===== config.mk =====
export PLATFORM = sky130hd
export DESIGN_NAME = apb3_interconnect
export DESIGN_NICKNAME = d
export VERILOG_FILES = /design/src/rtl/apb3_ic_pkg.sv /design/src/rtl/apb3_slot_decode.sv /design/src/rtl/apb3_interconnect.sv
export SDC_FILE = /design/constraint.sdc
export NUM_CORES = 1
export LEC_CHECK = 0
export CORE_AREA = 2 2 177 179
export DETAILED_ROUTE_END_ITERATION = 16
export DIE_AREA = 0 0 179 181
export GPL_TIMING_DRIVEN = 1
export PLACE_DENSITY = 0.58
export RECOVER_POWER = 50
export SLEW_MARGIN = 20
export SYNTH_ARGS = -nofsm -noshare
export SYNTH_HDL_FRONTEND = slang
export SYNTH_SLANG_ARGS = --single-unit

===== constraint.sdc =====
create_clock -name PCLK -period 4.2 [get_ports PCLK]
set_input_delay 0.63 -clock PCLK [delete_from_list [all_inputs] [get_ports PCLK]]
set_output_delay 0.63 -clock PCLK [all_outputs]
set_load 0.1 [all_outputs]

===== src/rtl/apb3_ic_pkg.sv =====
// Shared types for the APB3 interconnect: FSM states and slot-index encoding.
package apb3_ic_pkg;

    localparam int SLOT_FIELD_W = 4;

    typedef logic [SLOT_FIELD_W-1:0] slot_idx_t;

    typedef enum logic [2:0] {
        IDLE,
        SETUP,
        ACCESS,
        RESP,
        ERR
    } state_t;

endpackage


===== src/rtl/apb3_slot_decode.sv =====
// Combinational address decoder: extracts the 4-bit slot field and flags whether
// that slot exists and is enabled.
module apb3_slot_decode
    import apb3_ic_pkg::*;
#(
    parameter int          ADDR_WIDTH = 32,
    parameter int          NUM_SLOTS  = 8,
    parameter int          SLOT_LSB   = 12,
    parameter logic [15:0] SLOT_EN    = 16'hFFFF
) (
    input  logic [ADDR_WIDTH-1:0] paddr,
    output slot_idx_t             slot_idx,
    output logic                  mapped
);

    assign slot_idx = paddr[SLOT_LSB +: SLOT_FIELD_W];
    assign mapped   = ({28'd0, slot_idx} < 32'(NUM_SLOTS)) && SLOT_EN[slot_idx];

endmodule


===== src/rtl/apb3_interconnect.sv =====
// APB3 one-master to NUM_SLOTS-slave interconnect with registered slave-side
// phases, unmapped-slot error response and an optional access-phase timeout.
module apb3_interconnect
    import apb3_ic_pkg::*;
#(
    parameter int          DATA_WIDTH     = 32,
    parameter int          ADDR_WIDTH     = 32,
    parameter int          NUM_SLOTS      = 8,
    parameter int          SLOT_LSB       = 12,
    parameter logic [15:0] SLOT_EN        = 16'hFFFF,
    parameter int          TIMEOUT_CYCLES = 255
) (
    input  logic                             PCLK,
    input  logic                             PRESETN,
    input  logic                             PSEL,
    input  logic                             PENABLE,
    input  logic                             PWRITE,
    input  logic [ADDR_WIDTH-1:0]            PADDR,
    input  logic [DATA_WIDTH-1:0]            PWDATA,
    output logic                             PREADY,
    output logic                             PSLVERR,
    output logic [DATA_WIDTH-1:0]            PRDATA,
    output logic [NUM_SLOTS-1:0]             PSELS,
    output logic                             PENABLES,
    output logic                             PWRITES,
    output logic [ADDR_WIDTH-1:0]            PADDRS,
    output logic [DATA_WIDTH-1:0]            PWDATAS,
    input  logic [NUM_SLOTS*DATA_WIDTH-1:0]  PRDATAS,
    input  logic [NUM_SLOTS-1:0]             PREADYS,
    input  logic [NUM_SLOTS-1:0]             PSLVERRS,
    output logic                             TIMEOUT
);

    // A disabled timeout still keeps a 1-bit counter so no zero-width vectors appear.
    localparam int CNT_W = (TIMEOUT_CYCLES > 0) ? $clog2(TIMEOUT_CYCLES + 1) : 1;
    localparam logic [CNT_W-1:0] TO_LAST =
        (TIMEOUT_CYCLES > 0) ? CNT_W'(TIMEOUT_CYCLES - 1) : '0;

    state_t                  state_reg,   state_next;
    slot_idx_t               slot_reg,    slot_next;
    logic [ADDR_WIDTH-1:0]   addr_reg,    addr_next;
    logic                    write_reg,   write_next;
    logic [DATA_WIDTH-1:0]   wdata_reg,   wdata_next;
    logic [DATA_WIDTH-1:0]   rdata_reg,   rdata_next;
    logic                    err_reg,     err_next;
    logic                    timeout_reg, timeout_next;
    logic [CNT_W-1:0]        cnt_reg,     cnt_next;

    slot_idx_t               dec_slot;
    logic                    dec_mapped;
    logic [NUM_SLOTS-1:0]    slot_hit;
    logic                    slv_ready;
    logic                    slv_err;
    logic [DATA_WIDTH-1:0]   slv_rdata;
    logic                    in_xfer;

    apb3_slot_decode #(
        .ADDR_WIDTH (ADDR_WIDTH),
        .NUM_SLOTS  (NUM_SLOTS),
        .SLOT_LSB   (SLOT_LSB),
        .SLOT_EN    (SLOT_EN)
    ) u_decode (
        .paddr    (PADDR),
        .slot_idx (dec_slot),
        .mapped   (dec_mapped)
    );

    for (genvar gi = 0; gi < NUM_SLOTS; gi++) begin : g_slot_hit
        assign slot_hit[gi] = (slot_reg == slot_idx_t'(gi));
    end

    // AND-OR mux of the selected slave's response signals.
    always_comb begin
        slv_ready = 1'b0;
        slv_err   = 1'b0;
        slv_rdata = '0;
        for (int i = 0; i < NUM_SLOTS; i++) begin
            slv_ready = slv_ready | (slot_hit[i] & PREADYS[i]);
            slv_err   = slv_err   | (slot_hit[i] & PSLVERRS[i]);
            slv_rdata = slv_rdata | ({DATA_WIDTH{slot_hit[i]}} & PRDATAS[i*DATA_WIDTH +: DATA_WIDTH]);
        end
    end

    always_ff @(posedge PCLK) begin
        if (!PRESETN) begin
            state_reg   <= IDLE;
            slot_reg    <= '0;
            addr_reg    <= '0;
            write_reg   <= 1'b0;
            wdata_reg   <= '0;
            rdata_reg   <= '0;
            err_reg     <= 1'b0;
            timeout_reg <= 1'b0;
            cnt_reg     <= '0;
        end else begin
            state_reg   <= state_next;
            slot_reg    <= slot_next;
            addr_reg    <= addr_next;
            write_reg   <= write_next;
            wdata_reg   <= wdata_next;
            rdata_reg   <= rdata_next;
            err_reg     <= err_next;
            timeout_reg <= timeout_next;
            cnt_reg     <= cnt_next;
        end
    end

    always_comb begin
        state_next   = state_reg;
        slot_next    = slot_reg;
        addr_next    = addr_reg;
        write_next   = write_reg;
        wdata_next   = wdata_reg;
        rdata_next   = rdata_reg;
        err_next     = err_reg;
        timeout_next = 1'b0;
        cnt_next     = cnt_reg;
        case (state_reg)
            IDLE: begin
                if (PSEL && !PENABLE) begin
                    slot_next  = dec_slot;
                    addr_next  = PADDR;
                    write_next = PWRITE;
                    wdata_next = PWDATA;
                    cnt_next   = '0;
                    state_next = dec_mapped ? SETUP : ERR;
                end
            end
            SETUP: begin
                state_next = ACCESS;
            end
            ACCESS: begin
                if (cnt_reg != '1) begin
                    cnt_next = cnt_reg + CNT_W'(1);
                end
                // A ready slave takes priority over a simultaneous timeout.
                if (slv_ready) begin
                    rdata_next = slv_rdata;
                    err_next   = slv_err;
                    state_next = RESP;
                end else if ((TIMEOUT_CYCLES != 0) && (cnt_reg == TO_LAST)) begin
                    rdata_next   = '0;
                    err_next     = 1'b1;
                    timeout_next = 1'b1;
                    state_next   = RESP;
                end
            end
            RESP:    state_next = IDLE;
            ERR:     state_next = IDLE;
            default: state_next = IDLE;
        endcase
    end

    assign in_xfer  = (state_reg == SETUP) || (state_reg == ACCESS);
    assign PSELS    = in_xfer ? slot_hit : '0;
    assign PENABLES = (state_reg == ACCESS);
    assign PWRITES  = in_xfer & write_reg;
    assign PADDRS   = in_xfer ? addr_reg  : '0;
    assign PWDATAS  = in_xfer ? wdata_reg : '0;
    assign PREADY   = (state_reg == RESP) || (state_reg == ERR);
    assign PSLVERR  = ((state_reg == RESP) && err_reg) || (state_reg == ERR);
    assign PRDATA   = (state_reg == RESP) ? rdata_reg : '0;
    assign TIMEOUT  = timeout_reg;

endmodule


Yosys cells after proc, flatten, opt, wreduce, memory -nomap -nowiden
Memory sizes are Yosys's and may differ from the RTL's.
Index checks and enable logic that the tools add are counted.
W data, S select, Z words.

storage, ports and cells
  input bits = 341
  bits in registers = 114
  memories = 1
  memory bits (read-only) = 16

memory list
  name             words  width  rd ports  clocked after Yosys merged registers in  wr ports  line                    source
  (no name shown)  16     1      1         0                                        0         apb3_slot_decode.sv:17  assign mapped = ({28'd0, slot_idx} < 32'(NUM_SLOTS)) && SLOT_EN[slot_idx];

cells by class
  order comparisons = 2
  reduce and logical (&&, ||, !) cells = 16
  $add $sub $neg = 1
  multiplexer cells = 18
  equal/unequal tests = 16
  bitwise gates (word level) = 48

operator list
  cell                   count
  $and A32 B32 Y32       8
  $or A32 B32 Y32        7
  $mux W32               5
  $mux W8                3
  $and A1 B1 Y1          17
  $eq A4 B3 Y1 const B   4
  $pmux W8 S2            1
  $or A1 B1 Y1           14
  $mux W3                4
  $pmux W3 S3            1
  $add A8 B1 Y8 const B  1
  $eq A4 B2 Y1 const B   2
  $eq A8 B8 Y1 const B   1
  $ne A8 B8 Y1 const B   1
  $eq A3 B2 Y1 const B   2
  $reduce_and A2 Y1      3
  $lt A4 B5 Y1 const B   1
  $eq A4 B1 Y1 const B   1
  $logic_not A4 Y1       1
  $lt A4 B4 Y1 const B   1
  $mux W1                4
  $reduce_bool A2 Y1     2
  $eq A3 B1 Y1 const B   1
  $eq A3 B3 Y1 const B   1
  10 further kinds       15

Longest topological paths before layout
  depth after elaboration = 11
  mapped depth = 8
  mapped depth without buffers = 6

Modules after synthesis
From an unflattened synthesis, not the netlist that was laid out.

unflattened totals
  cell total of the unflattened synthesis = 895
  area total of the unflattened synthesis = 7148.1 um2

modules (own cells, without submodules)
  module             area each (um2)  instances  cells each
  apb3_interconnect  7114.3           1          890
  apb3_slot_decode   33.8             1          5

Least setup slack after synthesis
OpenSTA, ideal clock, no wires.

  kind = flip-flop to output port
  start point = register slot_reg[2]
  end point = output PSELS[0]
  path slack = 0.285 ns
  data arrival time = 3.285 ns
  buffers on the path = 4
  required time = 3.570 ns
  cell stages (with the launch flop) = 8
  path through = dfxtp_1 buf_6 buf_6 buf_2 buf_2 nor2_1 nand2_1 nor3_1

on the way
  longest elaborated chain between the ends = 2

ends and longest elaborated chain
  element                 line                      source
  from (decl)             apb3_interconnect.sv:40   slot_idx_t slot_reg, slot_next;
  from (signal assigned)  apb3_interconnect.sv:97   slot_reg <= slot_next;
  $logic_not A4 Y1        apb3_interconnect.sv:69   assign slot_hit[gi] = (slot_reg == slot_idx_t'(gi));
  $mux W8                 apb3_interconnect.sv:155  assign PSELS = in_xfer ? slot_hit : '0;
  to (decl)               apb3_interconnect.sv:23   output logic [NUM_SLOTS-1:0] PSELS,

Every way passes these cells.

Final worst setup path
  start point = register state_reg[1]
  end point = output PRDATA[11]

on the way
  longest elaborated chain between the ends = 2

ends and longest elaborated chain
  element                 line                      source
  from (decl)             apb3_interconnect.sv:39   state_t state_reg, state_next;
  from (signal assigned)  apb3_interconnect.sv:96   state_reg <= state_next;
  $eq A3 B2 Y1            apb3_interconnect.sv:162  assign PRDATA = (state_reg == RESP) ? rdata_reg : '0;
  $mux W32                apb3_interconnect.sv:162
  to (decl)               apb3_interconnect.sv:22   output logic [DATA_WIDTH-1:0] PRDATA,

Every way passes these cells.

==> results.cfg <==
[drt]
vias_per_cell = 5.01
met1_length_um = 14600
num_vias = 8422
first_pass_iters = 5
dr_wl_met2_um = 19200
drt-initial-drc-count = 587
wl_um = 38300
route.detailed.drc = 0
wire_per_inst_um = 22.8
top_layer = met5
route.met3.wl_um = 3460
ant_nets = 0

[floorplan]
die-width_um = 179
io_pins = 450
die_area_sq_um = 32400
core.rowCount = 64
die_h_um = 181
core_area_sq_um = 30300
start_util = 0.238

[outcome]
failed_checks = capacitance limit, slew limit
status = complete, but fails checks

[timing]
fin_crit_ns = 3.61
setup_viol = 0
fmax_ghz = 0.277
tightestPinTransition_ns = 2.14
skew_ns = 0.0121
finalSetupTns_ns = 0
max_slew_margin = -0.428
hold-worst-slack_ns = 0.451
rsz0062_at_grt = no
finalCritPeriodShare = 0.859
drv_slew = 42
report.final.hold_viol_count = 0

[global_route]
grt.total_usage = 0.225
grt_first_pass_wirelength_um = 53800
grt_pass1_vias = 8516
grt_max_degree = 68
antenna_found_initial = 10
gr-total-overflow = 0

[job]
cap_violations = 1

[yosys]
synth.cell_area_sq_um = 7220
synth_edf_count = 0
synth_seq_cells = 110
syn_area_per_cell_sq_um = 8.25
synth_warnings = 0
postSynth.asyncResetShare = 0
synth_ff_type = dfxtp_1
seq_area_frac_synth = 0.305
yosysUniqueCellTypes = 73
syn_nets = 1218
synthCells = 875

[finish]
nNetsFinal = 1613
syn2layout_area_growth_pct = 64.8
mostFrequentLayoutCells = clkdlybuf4s50_1, nand2_1, dfxtp_1
final_common_cell = clkdlybuf4s50_1
drive_gt1_frac = 0.151

[clock_tree]
cts.path.max_buffers = 2
cts_tree = yes
clk_latency_ns = 0.36
cts_resized = 0
path_clk_slew_ns = 0.08
clock-sinks = 110
hold_buffers = 0
cts_made_buffers = 9
post_cts_buffers = 0
cts_root_buf = clkbuf_16
htree_levels = 3

[setup_path]
end_kind = output port
cp_slowest_stage_delay_ns = 0.99
crit_fanout = 33
cp.arrival_ns = 2.98
crit_required_ns = 3.57
crit_chain = nand2_1, nor2_2, clkbuf_1, and2_1, clkbuf_2
critPathSlowestCell = clkbuf_1
worstSetupStartpointType = flip-flop
worst-setup-path-type = flip-flop to output port

[power]
powerDensity_nw_per_um2 = 238
p_total_mw = 2.83
ir_drop_mv = 0.167
power_leakage_nw = 4.41

[placed_design]
portBuffers = 449
place_hpwl_um = 29800
routabilityCongestion = 0.876

[worst_hold_path]
hp-class = flip-flop to flip-flop
-- worst max-delay path: cells and delay by family, from the launching register on --
kind | cells | cell delay, ns
and+or+nand+nor | 3 | 0.56
buffers and inverters | 2 | 1.48
DFF | 1 | 0.57
-- synthesized netlist by cell type (5+ instances only) --
master,number,area [sq um]
a221oi_1,15,131
and4b_1,5,50.1
nand2b_1,6,37.5
a22o_1,7,61.3
o22ai_1,12,75.1
mux2i_1,41,410
inv_1,18,67.6
nor2_1,22,82.6
nand2_1,177,664
mux2_2,10,113
a21oi_1,80,400
o21ai_0,7,35.0
nand3_1,7,35.0
o22ai_2,13,163
o31ai_1,6,45.0
o2bb2ai_1,5,43.8
nand3b_1,11,82.6
o32ai_1,11,96.3
or3b_1,5,43.8
nor2b_1,6,37.5
clkbuf_1,35,131
a221o_1,9,90.1
buf_4,7,52.6
dfxtp_1,110,2200
buf_6,5,56.3
mux4_2,19,428
nor3_1,14,70.1
a222oi_1,6,60.1
and2_1,95,594
buf_2,28,140
nor3b_1,5,37.5
-- metrics by stage --
stage	instance area, sq um	worst slack [ns]	cells	utilization
6_report	11900	0.593	1681	0.392
2_1_floorplan	7220	0.285	875	-
3_3_place_gp	11700	1.13	1655	0.385
3_5_place_dp	11700	1.11	1655	0.385
4_1_cts	11900	0.717	1670	0.394
5_1_grt	11900	0.391	1676	0.392
-- power breakdown --
| part | internal [mW] | switching (mW) |
|---|---|---|
| Sequential | 1.08 | 0.0557 |
| Clock | 0.410 | 0.435 |
| Combinational | 0.450 | 0.395 |
| Total | 1.94 | 0.886 |
-- path summary, 6_finish.rpt --
check | startpoint | endpoint | slack, ns | cells after the start
setup / recovery | state_reg[1] | PRDATA[11] | 0.59 | 5
hold reg to reg | wdata_reg[9] | wdata_reg[9] | 0.45 | 2
setup reg to reg | slot_reg[1] | err_reg | 1.21 | 4
hold / removal | wdata_reg[9] | wdata_reg[9] | 0.45 | 2
-- metal layers --
metal,vias to the layer above,track usage
li1,3949,-
met1,4028,0.249
met2,391,0.402
met3,50,0.0650
met4,4,0.0849
met5,-,0
-- cell families after synthesis --
kind of cell | Yosys count | synth area share
xor gates and xnor gates | 4 | 0.00485
and+or+nand+nor | 380 | 0.270
AOI/OAI and AO/OA | 209 | 0.216
adders and majority gates | 2 | 0.00347
buffers and inverters | 97 | 0.0641
muxes | 73 | 0.136
DFF | 110 | 0.305
-- cell type report --
type                            instances  area (sq um)
Sequential cell                       110          2210
Fill cell                            3185         18500
Antenna cell                           11          27.5
Multi-Input combinational cell        668          4570
Tap cell                              396           495
Clock inverter                          5          45.0
Timing Repair Buffer                  460          4240
Inverter                               21          78.8
Clock buffer                           10           229
Note: power is estimated with default switching activity, not from simulation.
==> RTL change 1 (same flow settings) <==
`ADDR_WIDTH` is set to 32 in 2 places; all go to 40.
--- a/src/rtl/apb3_slot_decode.sv
+++ b/src/rtl/apb3_slot_decode.sv
@@ -5,3 +5,3 @@
 #(
-    parameter int          ADDR_WIDTH = 32,
+    parameter int          ADDR_WIDTH = 40,
     parameter int          NUM_SLOTS  = 8,
--- a/src/rtl/apb3_interconnect.sv
+++ b/src/rtl/apb3_interconnect.sv
@@ -6,3 +6,3 @@
     parameter int          DATA_WIDTH     = 32,
-    parameter int          ADDR_WIDTH     = 32,
+    parameter int          ADDR_WIDTH     = 40,
     parameter int          NUM_SLOTS      = 8,
Ports: changed (resized PADDR and PADDRS); port bits go from 450 to 466. The function was not compared with the original's and may differ.
==> RTL change 1 against the unedited design <==
- cell area up 6.1%
- non-clock buffer count up 20
- setup slack better by 0.0033 ns
- power up 26%
- combinational power down 1%
- core utilization up 2.4 points
- wire length down 1.7%
- synthesized area up 3.7%
- first-iteration DRC count down 37%
- global-route usage down 0.25 points
- sequential cell count up 8
- clock power up 81%
- critical path type unchanged
- largest power group is now clock
==> RTL change 1: results (changes against the unedited design) <==
\begin{tabular}{lr}
\hline
Metric & Value \\
\hline
\multicolumn{2}{l}{\textbf{Setup path}} \\
Worst path max stage delay & 0.95 ns (-0.04 ns) \\
Gate family responsible for the most delay along the worst path & simple AND/OR/NAND/NOR gates \\
Arrival time at the worst endpoint & 2.97 ns (about the same) \\
Maximum fanout along the worst path & 37 (+12\%) \\
Reg2Reg Setup Slack & 0.81 ns (-0.40 ns) \\
Worst setup endpoint & PSELS[1] \\
\multicolumn{2}{l}{\textbf{Placed design}} \\
Cell Area, Placed & 12100 um2 (+3.7\%) \\
Total placed cells including tap cells & 1667 (+0.73\%) \\
Count of input and output buffers & 465 (+3.6\%) \\
\multicolumn{2}{l}{\textbf{Synthesis}} \\
Most used standard cells in the synthesized netlist & 162 x sky130\_fd\_sc\_hd\_\_nand2\_1, 118 x sky130\_fd\_sc\_hd\_\_dfxtp\_1, 111 x sky130\_fd\_sc\_hd\_\_and2\_1 \\
Number of distinct standard cells referenced by the synthesized netlist & 67 (-8.2\%) \\
Post-synthesis sequential area ratio & 31.6\% (+1.1 points) \\
Biggest area contributors in the synthesized netlist & sky130\_fd\_sc\_hd\_\_dfxtp\_1 32\%, sky130\_fd\_sc\_hd\_\_and2\_1 9.3\%, sky130\_fd\_sc\_hd\_\_nand2\_1 8.1\% \\
Average size of a mapped cell & 8.60 um2 (+4.3\%) \\
\multicolumn{2}{l}{\textbf{Layout}} \\
Non-clk invs & 3 (-86\%) \\
Count of clock-net buffers in the final layout & 17 (+7) \\
Cell area after layout & 12600 um2 (+6.1\%) \\
Net total in the final layout & 1641 (+1.7\%) \\
Buffers, non-clock & 480 (+4.3\%) \\
Sequential cell area & 2370 um2 (+7.2\%) \\
\multicolumn{2}{l}{\textbf{STA}} \\
Setup skew after layout & 0.0169 ns (+0.00482 ns) \\
\multicolumn{2}{l}{\textbf{Power and ir drop}} \\
Sw power & 0.00106 W (+20\%) \\
PnR Total Power & 0.00356 W (+26\%) \\
Maximum VDD drop & 0.000265 V (+59\%) \\
Leak & 4.60 nW (+4.5\%) \\
Largest power group & clock \\
\multicolumn{2}{l}{\textbf{Global routing}} \\
Via count of the first global-routing pass & 8531 (+0.18\%) \\
Met3 Usage GRT & 7.13\% (+0.63 points) \\
Total global routing track utilization & 22.3\% (-0.25 points) \\
\multicolumn{2}{l}{\textbf{CTS}} \\
Number of clock sinks & 118 (+7.3\%) \\
Number of H-tree levels & 4 (+1) \\
Clock-pin transition on the worst setup and hold timing paths & 0.06 ns (-0.02 ns) \\
\multicolumn{2}{l}{\textbf{Outcome}} \\
Outcome & complete, no violations \\
\multicolumn{2}{l}{\textbf{Min path}} \\
Hold\_sp & rdata\_reg[8] \\
\multicolumn{2}{l}{\textbf{Detailed routing}} \\
Total length of routed met3 wires & 3200 um (-7.5\%) \\
Met2 layer wire length in the routed design & 19200 um (+0.27\%) \\
\hline
\end{tabular}
RTL change 1: changes by cell type in the layout (fill, tap and decap cells not counted), moves of 20 or more:
cell,unedited run,this run
sky130_fd_sc_hd__a21oi_1,80,7
sky130_fd_sc_hd__clkbuf_1,3,26
sky130_fd_sc_hd__o2bb2ai_2,0,20
sky130_fd_sc_hd__a21boi_0,0,72
sky130_fd_sc_hd__a22oi_1,4,31
sky130_fd_sc_hd__clkbuf_2,30,3
RTL change 1: kinds of logic (layout without fill, tap and decap cells):
kind of cell / after synthesis / in the layout / share of synthesized area, %
AOI/OAI and AO/OA: 222 / 222 / 24.8
xor gates and xnor gates: 6 / 6 / 0.702
adders and majority gates: 2 / 2 / 0.334
buffers and inverters: 82 / 514 / 5.54
DFF: 118 / 118 / 31.6
muxes: 75 / 75 / 13.2
other: 0 / 16 / 0
and+or+nand+nor: 365 / 365 / 23.8
==> RTL change 2 (same settings) <==
Without the edit above. Make the reset (`PRESETN`) asynchronous in one clocked block.
--- a/src/rtl/apb3_interconnect.sv
+++ b/src/rtl/apb3_interconnect.sv
@@ -83,3 +83,3 @@
 
-    always_ff @(posedge PCLK) begin
+    always_ff @(posedge PCLK or negedge PRESETN) begin
         if (!PRESETN) begin
Formal check against the unedited RTL: differs if PRESETN is asserted again (counterexample within 4 cycles, from zero or initial values and one cycle with PRESETN low); with PRESETN held inactive, the same outputs for 4 cycles.
==> RTL change 2 against the unedited design <==
- die area did not move
- wire length fell by 16%
- critical path type unchanged
- sequential cell count did not move
- synthesized area fell by 1.8%
- setup slack improved by 0.24 ns
- global-route usage fell by 3.0 points
- cell area rose by 0.63%
- the run still ends with capacitance limit, slew limit left
- highest routed layer unchanged
Power is left out: it rests on default switching activity, and per cell area and clock period it moved more than threefold.
==> RTL change 2: results (changes against the unedited design) <==
\begin{tabular}{lr}
\hline
Metric & Value \\
\hline
\multicolumn{2}{l}{\textbf{STA}} \\
Setup skew after layout & 0.0130 ns (+0.000887 ns) \\
Hold slack final & 0.296 ns (-0.155 ns) \\
Actual transition at the worst max-transition pin & 1.72 ns (-0.421 ns) \\
Slew Limit Fails & 71 (+69\%) \\
\multicolumn{2}{l}{\textbf{Layout}} \\
Proportion of cell area occupied by multi-input gates & 33.9\% (-4.5 points) \\
Buffers, non-clock & 463 (+0.65\%) \\
Filler-free cell count of the finished design & 1492 (-11\%) \\
Cell area after layout & 12000 um2 (+0.63\%) \\
Fraction of final layout cells with drive strength greater than 1 & 23.4\% (+8.4 points) \\
Layout multi-input combinational cell count & 498 (-25\%) \\
Dominant kind of cell & non-clock buffers \\
\multicolumn{2}{l}{\textbf{Global routing}} \\
Largest net degree at the start of global routing & 66 (-2.9\%) \\
Initial antenna violation count & 4 (-6) \\
Total global routing track utilization & 19.5\% (-3.0 points) \\
\multicolumn{2}{l}{\textbf{Outcome}} \\
Failing checks & capacitance limit, slew limit \\
Outcome & complete, but fails checks \\
\multicolumn{2}{l}{\textbf{Setup path}} \\
Slowest CP cell & sky130\_fd\_sc\_hd\_\_dfrtp\_1 \\
Gate family responsible for the most delay along the worst path & flip-flops \\
Worst setup endpoint & PSELS[4] \\
Number of cell instances on the worst register-to-register path & 5 (+1) \\
Critical R2R Capture & rdata\_reg[20] \\
Maximum fanout along the worst path & 30 (-9.1\%) \\
\multicolumn{2}{l}{\textbf{Detailed routing}} \\
Router iterations before antenna repair & 4 (-1) \\
DR vias & 7190 (-15\%) \\
\multicolumn{2}{l}{\textbf{Min path}} \\
Worst hold-check path type & input port to asynchronous set/reset pin \\
\multicolumn{2}{l}{\textbf{Placed design}} \\
Cell Area, Placed & 11700 um2 (+0.27\%) \\
\multicolumn{2}{l}{\textbf{Synthesis}} \\
Complex-gate fraction of the synthesized area & 13.1\% (-8.6 points) \\
Biggest area contributors in the synthesized netlist & sky130\_fd\_sc\_hd\_\_dfrtp\_1 39\%, sky130\_fd\_sc\_hd\_\_mux2\_2 12\%, sky130\_fd\_sc\_hd\_\_mux4\_2 8.9\% \\
Post-synth net total & 1017 (-17\%) \\
FFs w/ async S/R, synth & 100\% (+100 points) \\
Commonest register cell after synthesis & sky130\_fd\_sc\_hd\_\_dfrtp\_1 \\
\multicolumn{2}{l}{\textbf{Run}} \\
Max-cap violations & 2 (+1) \\
\hline
\end{tabular}
==> RTL change 2: changes by cell type after synthesis, moves of 9 or more <==
cell / change
sky130_fd_sc_hd__nand2_1: -159
sky130_fd_sc_hd__dfrtp_1: +110
sky130_fd_sc_hd__dfxtp_1: -110
sky130_fd_sc_hd__a21oi_1: -72
sky130_fd_sc_hd__mux2_2: +65
sky130_fd_sc_hd__o21ai_0: +35
sky130_fd_sc_hd__nand3_1: +31
sky130_fd_sc_hd__a22oi_1: +15
sky130_fd_sc_hd__inv_1: -14
sky130_fd_sc_hd__o22ai_2: -13
sky130_fd_sc_hd__nor2_1: +10
sky130_fd_sc_hd__o32ai_1: -10
sky130_fd_sc_hd__mux2i_1: -9
sky130_fd_sc_hd__mux4_2: +9
==> RTL change 2: layer usage <==
layer  up-vias  wire [um]  global-route usage [%]
met4         2        783                    5.63
li1       3325          -                       -
met2       322      16200                    34.9
met1      3508      12700                    22.6
met5         -         13                       0
met3        33       2650                    4.92
